===== src/rtl/audio_pwm_out_if.sv =====
// Sample handshake between the music synthesizer (master) and audio_pwm_out (slave).
interface audio_pwm_out_if;
   logic [7:0] sample_in;
   logic       sample_valid;
   logic       sample_ready;

   modport master (output sample_in, output sample_valid, input sample_ready);
   modport slave  (input sample_in, input sample_valid, output sample_ready);
endinterface


===== src/rtl/audio_pwm_out.sv =====
// Audio output stage: sample FIFO, per-period release with volume/mute, 8-bit PWM.
// Define UNDERRUN_HOLD_EN to hold the last sample on underrun instead of emitting silence.
module audio_pwm_out #(
   parameter int unsigned CLOCK_FREQ = 50000000,
   parameter int unsigned AUDIO_FREQ = 50000,
   parameter int unsigned FIFO_DEPTH = 4
) (
   input  logic                          clock,
   input  logic                          reset,
   audio_pwm_out_if.slave                snk,
   input  logic [2:0]                    volume,
   input  logic                          mute,
   output logic                          pwm_out,
   output logic                          underrun,
   output logic [$clog2(FIFO_DEPTH):0]   fifo_count
);
   localparam int unsigned SAMPLE_PERIOD = CLOCK_FREQ / AUDIO_FREQ;
   localparam int unsigned CW            = $clog2(SAMPLE_PERIOD);
   localparam int unsigned AW            = $clog2(FIFO_DEPTH);

   logic [CW-1:0] sample_cnt_q, sample_cnt_d;
   logic [7:0]    pwm_cnt_q, pwm_cnt_d;
   logic [7:0]    cur_q, cur_d;
   logic [7:0]    duty_q, duty_d;
   logic          pwm_q, pwm_d;
   logic [AW-1:0] wr_ptr_q, wr_ptr_d;
   logic [AW-1:0] rd_ptr_q, rd_ptr_d;
   logic [AW:0]   count_q, count_d;
   logic [7:0]    mem_q [FIFO_DEPTH];

   logic tick, push, pop, ready;

   always_comb begin
      tick  = (sample_cnt_q == CW'(SAMPLE_PERIOD - 1));
      ready = !reset && (count_q < (AW+1)'(FIFO_DEPTH));
      push  = snk.sample_valid && ready;
      pop   = tick && (count_q != '0);

      sample_cnt_d = tick ? '0 : sample_cnt_q + 1'b1;
      pwm_cnt_d    = pwm_cnt_q + 1'b1;
      wr_ptr_d     = push ? wr_ptr_q + 1'b1 : wr_ptr_q;
      rd_ptr_d     = pop  ? rd_ptr_q + 1'b1 : rd_ptr_q;

      count_d = count_q;
      case ({push, pop})
         2'b10:   count_d = count_q + 1'b1;
         2'b01:   count_d = count_q - 1'b1;
         default: count_d = count_q;
      endcase

      cur_d = cur_q;
      if (pop) begin
         cur_d = mem_q[rd_ptr_q] >> volume;
      end else if (tick) begin
`ifdef UNDERRUN_HOLD_EN
         cur_d = cur_q;
`else
         cur_d = '0;
`endif
      end

      // Duty only changes at the carrier boundary so a period is never cut short.
      duty_d = (pwm_cnt_q == 8'hFF) ? (mute ? '0 : cur_q) : duty_q;
      pwm_d  = (pwm_cnt_q < duty_q);
   end

   always_ff @(posedge clock) begin
      if (reset) begin
         sample_cnt_q <= '0;
         pwm_cnt_q    <= '0;
         cur_q        <= '0;
         duty_q       <= '0;
         pwm_q        <= 1'b0;
         wr_ptr_q     <= '0;
         rd_ptr_q     <= '0;
         count_q      <= '0;
      end else begin
         sample_cnt_q <= sample_cnt_d;
         pwm_cnt_q    <= pwm_cnt_d;
         cur_q        <= cur_d;
         duty_q       <= duty_d;
         pwm_q        <= pwm_d;
         wr_ptr_q     <= wr_ptr_d;
         rd_ptr_q     <= rd_ptr_d;
         count_q      <= count_d;
      end
   end

   always_ff @(posedge clock) begin
      if (push) begin
         mem_q[wr_ptr_q] <= snk.sample_in;
      end
   end

   assign snk.sample_ready = ready;
   assign underrun         = !reset && tick && (count_q == '0);
   assign pwm_out          = pwm_q;
   assign fifo_count       = count_q;
endmodule


===== src/flat_wrapper.sv =====
// flat-port wrapper written by rule: the top's interface ports become plain ports
module audio_pwm_out_flat 
#(
   parameter int unsigned CLOCK_FREQ = 50000000,
   parameter int unsigned AUDIO_FREQ = 50000,
   parameter int unsigned FIFO_DEPTH = 4
)
  (clock, reset, volume, mute, pwm_out, underrun, fifo_count, snk_sample_in, snk_sample_valid, snk_sample_ready);
  audio_pwm_out_if snk_i ();
  input  logic clock;
  input  logic reset;
  input  logic [2:0] volume;
  input  logic mute;
  output logic pwm_out;
  output logic underrun;
  output logic [$clog2(FIFO_DEPTH):0] fifo_count;
  input wire logic [$bits(snk_i.sample_in)-1:0] snk_sample_in;
  input wire logic [$bits(snk_i.sample_valid)-1:0] snk_sample_valid;
  output wire logic [$bits(snk_i.sample_ready)-1:0] snk_sample_ready;
  assign snk_i.sample_in = snk_sample_in;
  assign snk_i.sample_valid = snk_sample_valid;
  assign snk_sample_ready = snk_i.sample_ready;
  audio_pwm_out #(.CLOCK_FREQ(CLOCK_FREQ), .AUDIO_FREQ(AUDIO_FREQ), .FIFO_DEPTH(FIFO_DEPTH)) u_core (.clock(clock), .reset(reset), .snk(snk_i), .volume(volume), .mute(mute), .pwm_out(pwm_out), .underrun(underrun), .fifo_count(fifo_count));
endmodule

===== config.mk =====
export PLATFORM = sky130hd
export DESIGN_NAME = audio_pwm_out_flat
export DESIGN_NICKNAME = d
export VERILOG_FILES = /design/src/rtl/audio_pwm_out_if.sv /design/src/rtl/audio_pwm_out.sv /design/src/flat_wrapper.sv
export SDC_FILE = /design/constraint.sdc
export NUM_CORES = 1
export LEC_CHECK = 0
export BUFFER_PORTS_ARGS = -buffer_cell sky130_fd_sc_hd__clkbuf_2
export CELL_PAD_IN_SITES_DETAIL_PLACEMENT = 0
export CELL_PAD_IN_SITES_GLOBAL_PLACEMENT = 1
export CORE_MARGIN = 5
export CORE_UTILIZATION = 43
export CTS_BUF_LIST = sky130_fd_sc_hd__clkbuf_2
export CTS_CLUSTER_SIZE = 28
export DETAILED_ROUTE_END_ITERATION = 8
export GPL_ROUTABILITY_DRIVEN = 0
export PLACE_DENSITY_LB_ADDON = 0.1
export SLEW_MARGIN = 5
export SYNTH_ARGS = -nofsm -noshare
export SYNTH_HDL_FRONTEND = slang
export SYNTH_SLANG_ARGS = --single-unit

===== constraint.sdc =====
create_clock -name clock -period 5 [get_ports clock]
set_input_delay 0 -clock clock [delete_from_list [all_inputs] [get_ports clock]]
set_output_delay 0 -clock clock [all_outputs]
set_load 0.005 [all_outputs]

==> impl_metrics.csv, run 1 <==
group,metric,value,unit
sta,period_share,0.5120,
sta,fmax,390.6,MHz
sta,finalSetupViolations,0,
routing,drtPass1Iterations,4,
clock_tree,cts_buffers,9,
synth,netlist_instances,305,
floorplan,dieArea,10130,um2
power,power_switching,273.5,uW
setup_path,crit_path_end_kind,"flip-flop",
grt,grt_start_max_net_pins,40,
synth,synthesis.area,3535,um2
setup_path,worst_path_max_delay_cell,"dfxtp_1",
clock_tree,cts_tree,"built",
grt,grtUsageTotal,0.1410,
routing,routedWlPerCell,14.74,um
sta,finalHoldViolCount,0,
synth,synthMuxAreaShare,0.1260,
finish,fin_cells,447,
hold_path,hold_path_class,"input port to flip-flop",
power,pwr_density_cell,277.4,nW/um2
synth,synthSimpleGateAreaFrac,0.1572,
grt,grt_pass1_wl,11250,um
clock_tree,cts-root-buf,"clkbuf_2",
routing,vias,2313,
synth,ys_types,48,
grt,antenna_found_initial,0,
sta,worst_slew_margin_rel,0.4262,
place,dpl_worst_slack,2.426,ns
routing,ant_nets,0,
grt,grt_overflow,0,
place,io_buffers,20,
place,detailed_place_hpwl,4647,um
synth,synth_ff_type,"dfxtp_1",
finish,layout-drive-gt1-share,0.1696,
status,outcome,"finished, final reports clean",
floorplan,coreArea,8093,um2
hold_path,min_to,"u_core.cur_q[7]$_SDFFE_PP0P_",
floorplan,fp.dieW,100.7,um
sta,rsz0062_at_grt,"false",
finish,final_cell_mix,"dfxtp_1, edfxtp_1, clkbuf_2, nand2_1, nor2_1",
setup_path,rr_worst_depth,6,
routing,drcViolationCount,0,
routing,dr.first_iter.drc_count,56,
synth,synth_xor_area_frac,0.03717,
synth,yosys-top-cells-area,"edfxtp_1, dfxtp_1, mux4_2",
synth,async_reset_ff_frac,0,
routing,wirelength,6587,um
sta,layout_min_cycle_time,2.560,ns
routing,routed_via_density,5.174,
floorplan,start_util,0.4368,
sta,fin_skew,0.02389,ns
synth,synth_top_family_by_area,"simple AND/OR/NAND/NOR gates",
synth,synth_top_area_cell,"edfxtp_1",
setup_path,path_common_cell,"mux2_2",
floorplan,io_pins,21,
synth,synth_seq_cells,76,
power,p_leak,1.345,nW
setup_path,crit_fanout,17,
floorplan,rows,33,
synth,synth_warnings,0,
finish,nFillCells,780,
synth,synth-compound-area-share,0.06478,
setup_path,r2r-end,"u_core.cur_q[1]$_SDFFE_PP0P_",
power,vdd_drop_max,0.1093,mV
setup_path,cp.required,5.38,ns
finish,synthToLayoutAreaGrowth,11.12,%
clock_tree,clock_latency,0.50,ns
finish,antenna_cells,0,
synth,synth_top_area_share,0.2719,
setup_path,critPathLaunchType,"flip-flop",
hold_path,min_from,"volume[0]",
power,comb_power_share,0.074,
sta,fin_ws,2.440,ns
clock_tree,path_clk_slew,0.20,ns
floorplan,die_height,100.7,um
finish,final_common_cell,"dfxtp_1",
clock_tree,htreeDepth,3,
setup_path,crit_type,"flip-flop to flip-flop",
power,power.share.clock,0.310,
sta,worstMarginPinSlew,0.8595,ns
synth,syn_avg_cell_area,11.59,um2
clock_tree,clock_path_buffers,2,
setup_path,slowest_delay,0.93,ns
synth,synthAdderAreaFrac,0.05522,
sta,fin_tns_setup,0,ns
sta,drv_slew,0,
power,power,1.089,mW
clock_tree,cts.sinks,76,
finish,nNetsFinal,367,
power,power.share.switching,0.2510,
power,pwr-share-seq,0.616,
hold_path,holdPathStages,4,
setup_path,crit_chain,"mux2_2 > mux4_2 > mux2_2 > a21o_1 > a21oi_1 > nor2_1",
synth,synth_edf_count,32,
synth,ys_seq_area_frac,0.5211,
clock_tree,cts_setup_buffers,0,
synth,syn_nets,335,
power,intPower,815.9,uW
flow_run,maxCapViolations,0,
grt,grt_pass1_vias,2299,
place,placed_cells,418,
setup_path,arrival,2.94,ns
setup_path,r2r_slack,2.44,ns
-- power groups by stage --
stage	combinational, mW	sequential [mW]	clock, mW
3_3_place_gp	0.0734	0.684	0
5_1_grt	0.0910	0.674	0.377
4_1_cts	0.0823	0.671	0.350
3_5_place_dp	0.0745	0.684	0
2_1_floorplan	0.0513	0.681	0
6_report	0.0807	0.671	0.338
-- sequential cells by signal, indices dropped and copies added (netlist names), named ones only --
| name | count |
|---|---|
| u_core.cur_q | 8 |
| u_core.duty_q | 8 |
| u_core.fifo_count | 3 |
| u_core.mem_q | 32 |
| u_core.pwm_cnt_q | 8 |
| u_core.pwm_out | 1 |
| u_core.rd_ptr_q | 2 |
| u_core.sample_cnt_q | 10 |
| u_core.wr_ptr_q | 2 |
-- cells by family after synthesis --
group	Yosys count
adder cells (fa/ha/maj)	15
buffers and inverters	26
AO/OA/AOI/OAI	41
flip-flops	76
multiplexers	26
AND/OR/NAND/NOR	106
XOR/XNOR	15
-- layout make-up --
class | count | area (um2) | share of cell area
flip-flops and latches | 76 | 1842 | 0.4689
multi-input cells | 203 | 1556 | 0.3963
repair buffers | 33 | 230.2 | 0.05862
well taps | 105 | 131.4 | 0.03345
clock inverters | 6 | 65.06 | 0.01657
inverters | 14 | 52.55 | 0.01338
clock buffers | 10 | 50.05 | 0.01274
-- cells in the mapped netlist, drive strengths merged (2+ instances only) --
cell type,n
a21o,3
a21oi,22
and2,2
and3,6
buf,7
clkbuf,5
dfxtp,44
edfxtp,32
ha,14
inv,14
mux2,9
mux2i,4
mux4,13
nand2,27
nand2b,5
nand3,7
nand3b,8
nor2,28
nor2b,2
nor3,3
nor4,2
o21ai,10
o31ai,2
or2,4
or3,5
or4,2
xnor2,6
xor2,9
-- what timing repair did --
action / in CTS / in global routing
hold buffers: 13 / 0
endpoints found under the hold margin: 49 / 0
gates resized for setup: 0 / 0
-- critical path, delay by kind of cell, from the launching register on --
kind	cells	cell delay, ns
flops	1	0.93
mux	3	1.18
simple gates	1	0.04
compound gates	2	0.31
-- worst max-delay path by stage --
stage                                       from  slack, ns  depth (start not counted)                                 to
2_1_floorplan  u_core.sample_cnt_q[0]$_SDFF_PP0_       2.82                         11  u_core.fifo_count[2]$_SDFFE_PP0P_
3_3_place_gp                           flip-flop       2.44                          6       u_core.cur_q[1]$_SDFFE_PP0P_
6_report                               flip-flop       2.44                          6       u_core.cur_q[1]$_SDFFE_PP0P_
4_1_cts                                flip-flop       2.41                          6       u_core.cur_q[1]$_SDFFE_PP0P_
3_5_place_dp                           flip-flop       2.43                          6       u_core.cur_q[1]$_SDFFE_PP0P_
5_1_grt        u_core.sample_cnt_q[0]$_SDFF_PP0_       2.25                          7       u_core.cur_q[3]$_SDFFE_PP0P_
-- per-layer routing --
| layer | global-route usage | routed length (um) | up-vias |
|---|---|---|---|
| met4 | 0.06114 | 116 | 0 |
| met2 | 0.2096 | 2858 | 24 |
| met1 | 0.2000 | 3426 | 1118 |
| met3 | 0.02768 | 186 | 10 |
| met5 | 0 | 0 | - |
| li1 | - | - | 1161 |
-- metrics by stage --
| step | hold slack [ns] | utilization | cell area, um2 |
|---|---|---|---|
| after floorplan | 0.05494 | - | 3535 |
| after global placement | 0.2194 | 0.4550 | 3682 |
| after detailed placement | 0.2232 | 0.4550 | 3682 |
| after CTS | 0.04104 | 0.4853 | 3928 |
| after global routing | 0.09381 | 0.4853 | 3928 |
| final | 0.06943 | 0.4853 | 3928 |
No activity file was read; power rests on OpenSTA's default activity.
==> run 2, diff against run 1 <==
- clock period: 5 -> 2.54 ns (I/O delays scaled with it)
==> impl_metrics.csv, run 2 (same netlist as run 1, synthesis figures left out) <==
group,metric,value,unit
status,outcome,"finished, final reports clean",
clock_tree,cts.sinks,76,
hold_path,hold_path_class,"input port to flip-flop",
setup_path,crit_chain,"nand4_1 > nor4_1 > nand2_1 > nor2_2 > ha_1 > inv_1 > fa_1 > xor2_1 > or3_1 > a21oi_1",
sta,layout_min_cycle_time,2.388,ns
grt,grt_pass1_vias,2341,
sta,fmax,418.8,MHz
routing,routed_via_density,5.130,
floorplan,rows,33,
finish,reg.largest.list,"u_core.mem_q: 32 flops, u_core.sample_cnt_q: 10 flops",
floorplan,fp.dieW,100.7,um
sta,fin_ws,0.1522,ns
finish,final_cell_mix,"dfxtp_1, edfxtp_1, clkbuf_2, nand2_1, nor2_1",
sta,fin_skew,0.02626,ns
setup_path,arrival,2.84,ns
setup_path,cp.required,2.99,ns
setup_path,critPathLaunchType,"flip-flop",
hold_path,holdPathStages,4,
floorplan,die_height,100.7,um
grt,grtUsageTotal,0.1399,
place,io_buffers,20,
place,dpl_worst_slack,0.09808,ns
clock_tree,clock_latency,0.51,ns
routing,dr.first_iter.drc_count,85,
routing,ant_nets,0,
sta,drv_slew,0,
routing,routedWlPerCell,14.52,um
clock_tree,path_clk_slew,0.22,ns
grt,grt_start_max_net_pins,39,
setup_path,rr_worst_depth,10,
setup_path,worst_path_max_delay_cell,"dfxtp_1",
finish,largest_register,"u_core.mem_q",
finish,final_common_cell,"dfxtp_1",
place,detailed_place_hpwl,4724,um
setup_path,crit_path_end_kind,"flip-flop",
power,p_leak,1.396,nW
setup_path,slowest_delay,0.41,ns
routing,wirelength,6607,um
power,vdd_drop_max,0.2479,mV
setup_path,crit_fanout,4,
finish,nNetsFinal,375,
finish,largest_register_ffs,32,
power,pwr_density_cell,537.1,nW/um2
clock_tree,clock_path_buffers,2,
sta,period_share,0.9401,
floorplan,start_util,0.4368,
finish,layout-drive-gt1-share,0.2029,
clock_tree,cts_buffers,9,
floorplan,io_pins,21,
sta,finalHoldViolCount,0,
sta,finalSetupViolations,0,
sta,rsz0062_at_grt,"false",
clock_tree,htreeDepth,3,
flow_run,maxCapViolations,0,
finish,synthToLayoutAreaGrowth,13.06,%
clock_tree,cts_tree,"built",
finish,antenna_cells,0,
floorplan,coreArea,8093,um2
grt,grt_pass1_wl,11160,um
sta,worstMarginPinSlew,0.5398,ns
clock_tree,cts-root-buf,"clkbuf_2",
grt,grt_overflow,0,
routing,vias,2334,
setup_path,crit_type,"flip-flop to flip-flop",
floorplan,dieArea,10130,um2
sta,fin_tns_setup,0,ns
routing,drcViolationCount,0,
sta,worst_slew_margin_rel,0.6388,
finish,nFillCells,766,
routing,drtPass1Iterations,4,
grt,antenna_found_initial,0,
-- run 2: cell count changes in the layout (fill, tap and decap cells not counted), sizes merged --
cell / change
buf: +8
clkinv: +2
clkinvlp: -3
inv: +1
-- run 2: where the power goes --
part | internal, mW | total (mW) | switching [mW] | leakage, nW
combinational | 0.0841 | 0.166 | 0.0824 | 0.681
clock | 0.231 | 0.658 | 0.427 | 0.0661
sequential | 1.30 | 1.32 | 0.0194 | 0.648
-- run 2: final cells by class --
class / instances / area (um2) / share of cell area
sequential: 76 / 1847 / 0.4621
multi-input combinational: 203 / 1562 / 0.3907
timing repair buffer: 41 / 290.3 / 0.07264
tap: 105 / 131.4 / 0.03287
clock inverter: 6 / 63.81 / 0.01597
inverter: 14 / 52.55 / 0.01315
clock buffer: 10 / 50.05 / 0.01252
-- run 2: path summary, 6_finish.rpt --
path	start	slack, ns	to
setup / recovery	u_core.sample_cnt_q[7]$_SDFF_PP0_	0.15	u_core.fifo_count[2]$_SDFFE_PP0P_
hold / removal	volume[0]	0.06	u_core.cur_q[7]$_SDFFE_PP0P_
setup reg to reg	u_core.sample_cnt_q[7]$_SDFF_PP0_	0.15	u_core.fifo_count[2]$_SDFFE_PP0P_
hold reg to reg	u_core.sample_cnt_q[0]$_SDFF_PP0_	0.43	u_core.sample_cnt_q[0]$_SDFF_PP0_
-- run 2: repair_timing --
item	4_1_cts	5_1_grt
resized for setup	0	6
setup endpoints to repair	0	1
setup buffers	0	1
hold endpoints to repair	62	0
hold buffers	13	0
-- run 2: per-layer routing --
layer / wire (um) / vias up / track usage
met1: 3383 / 1112 / 0.1944
met5: 0 / - / 0
met4: 89 / 0 / 0.05285
met2: 2922 / 33 / 0.2106
met3: 213 / 9 / 0.03460
li1: - / 1180 / -
-- run 2: worst max-delay path: cells and delay by family, from the launching register on --
kind / cells / cell delay (ns)
buffers and inverters: 1 / 0.06
and+or+nand+nor: 5 / 1.03
xor gates and xnor gates: 1 / 0.16
adders and majority gates: 2 / 0.56
AOI/OAI and AO/OA: 1 / 0.14
DFF: 1 / 0.41
-- run 2: per-stage QoR --
step / instances / total power [mW] / hold slack, ns / instance area (um2) / utilization
after floorplan: 305 / 1.442 / 0.05494 / 3535 / -
after global placement: 425 / 1.498 / 0.2174 / 3735 / 0.4615
after detailed placement: 425 / 1.499 / 0.2230 / 3735 / 0.4615
after CTS: 454 / 2.166 / 0.01944 / 3979 / 0.4917
after global routing: 455 / 2.248 / 0.04053 / 3996 / 0.4938
final: 455 / 2.146 / 0.06165 / 3996 / 0.4938
==> run 3, diff against run 2 <==
- ABC_AREA: not set -> 1
==> impl_metrics.csv, run 3 <==
group,metric,value,unit
status,outcome,"finished, final reports clean",
finish,final_common_cell,"nand2_1",
routing,vias,2641,
synth,synth_edf_count,32,
finish,synthToLayoutAreaGrowth,14.91,%
grt,grtUsageTotal,0.1485,
routing,routed_via_density,4.828,
setup_path,crit_chain,"ha_1 > nand2_1 > inv_1 > nand4_1 > inv_1 > ha_1 > inv_1 > fa_1 > a21oi_1 > o21ai_0 > xor2_1 > nor2_1",
synth,synth_seq_cells,76,
floorplan,start_util,0.4419,
routing,drcViolationCount,0,
finish,antenna_cells,0,
setup_path,critPathLaunchType,"flip-flop",
place,detailed_place_hpwl,4889,um
setup_path,slowest_delay,0.40,ns
synth,syn_avg_cell_area,8.601,um2
setup_path,crit_fanout,4,
clock_tree,clock_path_buffers,2,
routing,routedWlPerCell,12.33,um
clock_tree,cts_buffers,9,
synth,synth_ff_type,"dfxtp_1",
floorplan,coreArea,7727,um2
synth,ys_top_cells_by_count,"nand2_1, nand3_1, inv_1",
setup_path,arrival,2.67,ns
floorplan,dieArea,9823,um2
clock_tree,cts.sinks,76,
finish,largest_register,"u_core.mem_q",
grt,grt_start_max_net_pins,20,
setup_path,cp.required,2.99,ns
synth,synthesis.area,3415,um2
sta,worstMarginPinSlew,0.5050,ns
finish,nNetsFinal,471,
clock_tree,cts-root-buf,"clkbuf_2",
finish,layout-drive-gt1-share,0.1079,
sta,fin_tns_setup,0,ns
routing,drtPass1Iterations,4,
clock_tree,path_clk_slew,0.21,ns
finish,multiInputGateArea,1315,um2
synth,ys_seq_area_frac,0.5394,
sta,rsz0062_at_grt,"false",
finish,nFillCells,729,
routing,wirelength,6747,um
sta,layout_min_cycle_time,2.223,ns
finish,largest_register_ffs,32,
synth,yosysMostFrequentCell,"nand2_1",
synth,synth_top_area_cell,"edfxtp_1",
sta,finalSetupViolations,0,
floorplan,rows,32,
synth,yosys-top-cells-area,"edfxtp_1, dfxtp_1, nand3_1",
sta,drv_slew,0,
clock_tree,cts_setup_buffers,0,
synth,synth_top_area_share,0.2814,
sta,period_share,0.8751,
floorplan,io_pins,21,
finish,final_cell_mix,"nand2_1, nand3_1, inv_1, dfxtp_1, nor2_1",
sta,worst_slew_margin_rel,0.6630,
finish,reg.largest.list,"u_core.mem_q: 32 flops, u_core.sample_cnt_q: 10 flops",
floorplan,die_height,99.11,um
clock_tree,cts-resized-gates,0,
synth,async_reset_ff_frac,0,
sta,fin_hold_ws,0.02806,ns
grt,grt_overflow,0,
hold_path,hold_path_class,"input port to flip-flop",
synth,syn_nets,427,
synth,netlist_instances,397,
setup_path,path_common_cell,"inv_1",
power,pwr_density_cell,560.9,nW/um2
sta,finalHoldViolCount,0,
setup_path,worst_path_max_delay_cell,"dfxtp_1",
setup_path,crit_path_end_kind,"flip-flop",
clock_tree,holdBufCountCts,15,
grt,grt_pass1_wl,11700,um
place,io_buffers,20,
finish,ff_latch_area,1842,um2
clock_tree,clock_latency,0.50,ns
setup_path,crit_type,"flip-flop to flip-flop",
routing,ant_nets,0,
power,vdd_drop_max,0.2535,mV
sta,fin_skew,0.02211,ns
grt,antenna_found_initial,0,
power,p_leak,1.554,nW
floorplan,fp.dieW,99.11,um
synth,ys_types,28,
clock_tree,cts_tree,"built",
grt,grt_pass1_vias,2537,
synth,synth_warnings,0,
flow_run,maxCapViolations,0,
clock_tree,htreeDepth,3,
routing,dr.first_iter.drc_count,129,
sta,fmax,449.9,MHz
[run 3: cell count changes after synthesis, moves of 8 or more]
cell      before  now
nand2_1       27   79
o21ai_0        8   17
nand3_1        7   63
nand3b_1       8    0
inv_1         14   52
mux4_2        10    0
nor2_1        27   36
[run 3: report_power, final]
part | switching, mW | internal (mW) | leakage [nW]
Combinational | 0.0865 | 0.0586 | 0.837
Clock | 0.424 | 0.320 | 0.0706
Sequential | 0.0129 | 1.30 | 0.647
Total | 0.523 | 1.68 | 1.55
[run 3: worst max-delay path: cells and delay by family (launching register included)]
family	cells	cell delay, ns
xor gates and xnor gates	1	0.15
buffers and inverters	3	0.31
DFF	1	0.40
AOI/OAI and AO/OA	2	0.25
and+or+nand+nor	3	0.36
adders and majority gates	3	0.69
[run 3: final timing paths]
| path | start | end | slack (ns) | depth (start not counted) |
|---|---|---|---|---|
| worst max-delay path | u_core.sample_cnt_q[0]$_SDFF_PP0_ | u_core.fifo_count[2]$_SDFFE_PP0P_ | 0.32 | 12 |
| worst min register to register | u_core.sample_cnt_q[0]$_SDFF_PP0_ | u_core.sample_cnt_q[0]$_SDFF_PP0_ | 0.47 | 1 |
| worst min-delay path | volume[0] | u_core.cur_q[6]$_SDFFE_PP0P_ | 0.03 | 5 |
| worst max register to register | u_core.sample_cnt_q[0]$_SDFF_PP0_ | u_core.fifo_count[2]$_SDFFE_PP0P_ | 0.32 | 12 |
[run 3: cells by family after synthesis]
logic type	Yosys count	synth area share
compound gates	47	0.07255
xor+xnor	3	0.007697
flops	76	0.5394
fa+ha+maj	15	0.05716
buf+inv	63	0.07548
simple gates	193	0.2477
[run 3: area by class of cell]
| type | count | area share |
|---|---|---|
| Tap cell | 102 | 0.03253 |
| Inverter | 54 | 0.05166 |
| Multi-Input combinational cell | 258 | 0.3351 |
| Clock buffer | 9 | 0.01148 |
| Sequential cell | 76 | 0.4694 |
| Timing Repair Buffer | 42 | 0.07717 |
| Clock inverter | 6 | 0.02264 |
[run 3: through the flow]
step                      utilization  std cells  total power, mW  area (um2)  worst slack, ns
after floorplan                     -        397            1.420        3415           0.5646
after global placement         0.4710        517            1.467        3640           0.4270
after detailed placement       0.4710        517            1.469        3640           0.3471
after CTS                      0.5078        547            2.228        3924           0.3082
after global routing           0.5078        547            2.319        3924           0.1456
final                          0.5078        547            2.201        3924           0.3173
[run 3: per-layer routing]
metal	global-route usage	wire, um	up-vias
met5	0	0	-
met2	0.2293	3051	31
met3	0.03647	240	9
li1	-	-	1400
met1	0.2060	3380	1201
met4	0.04727	76	0
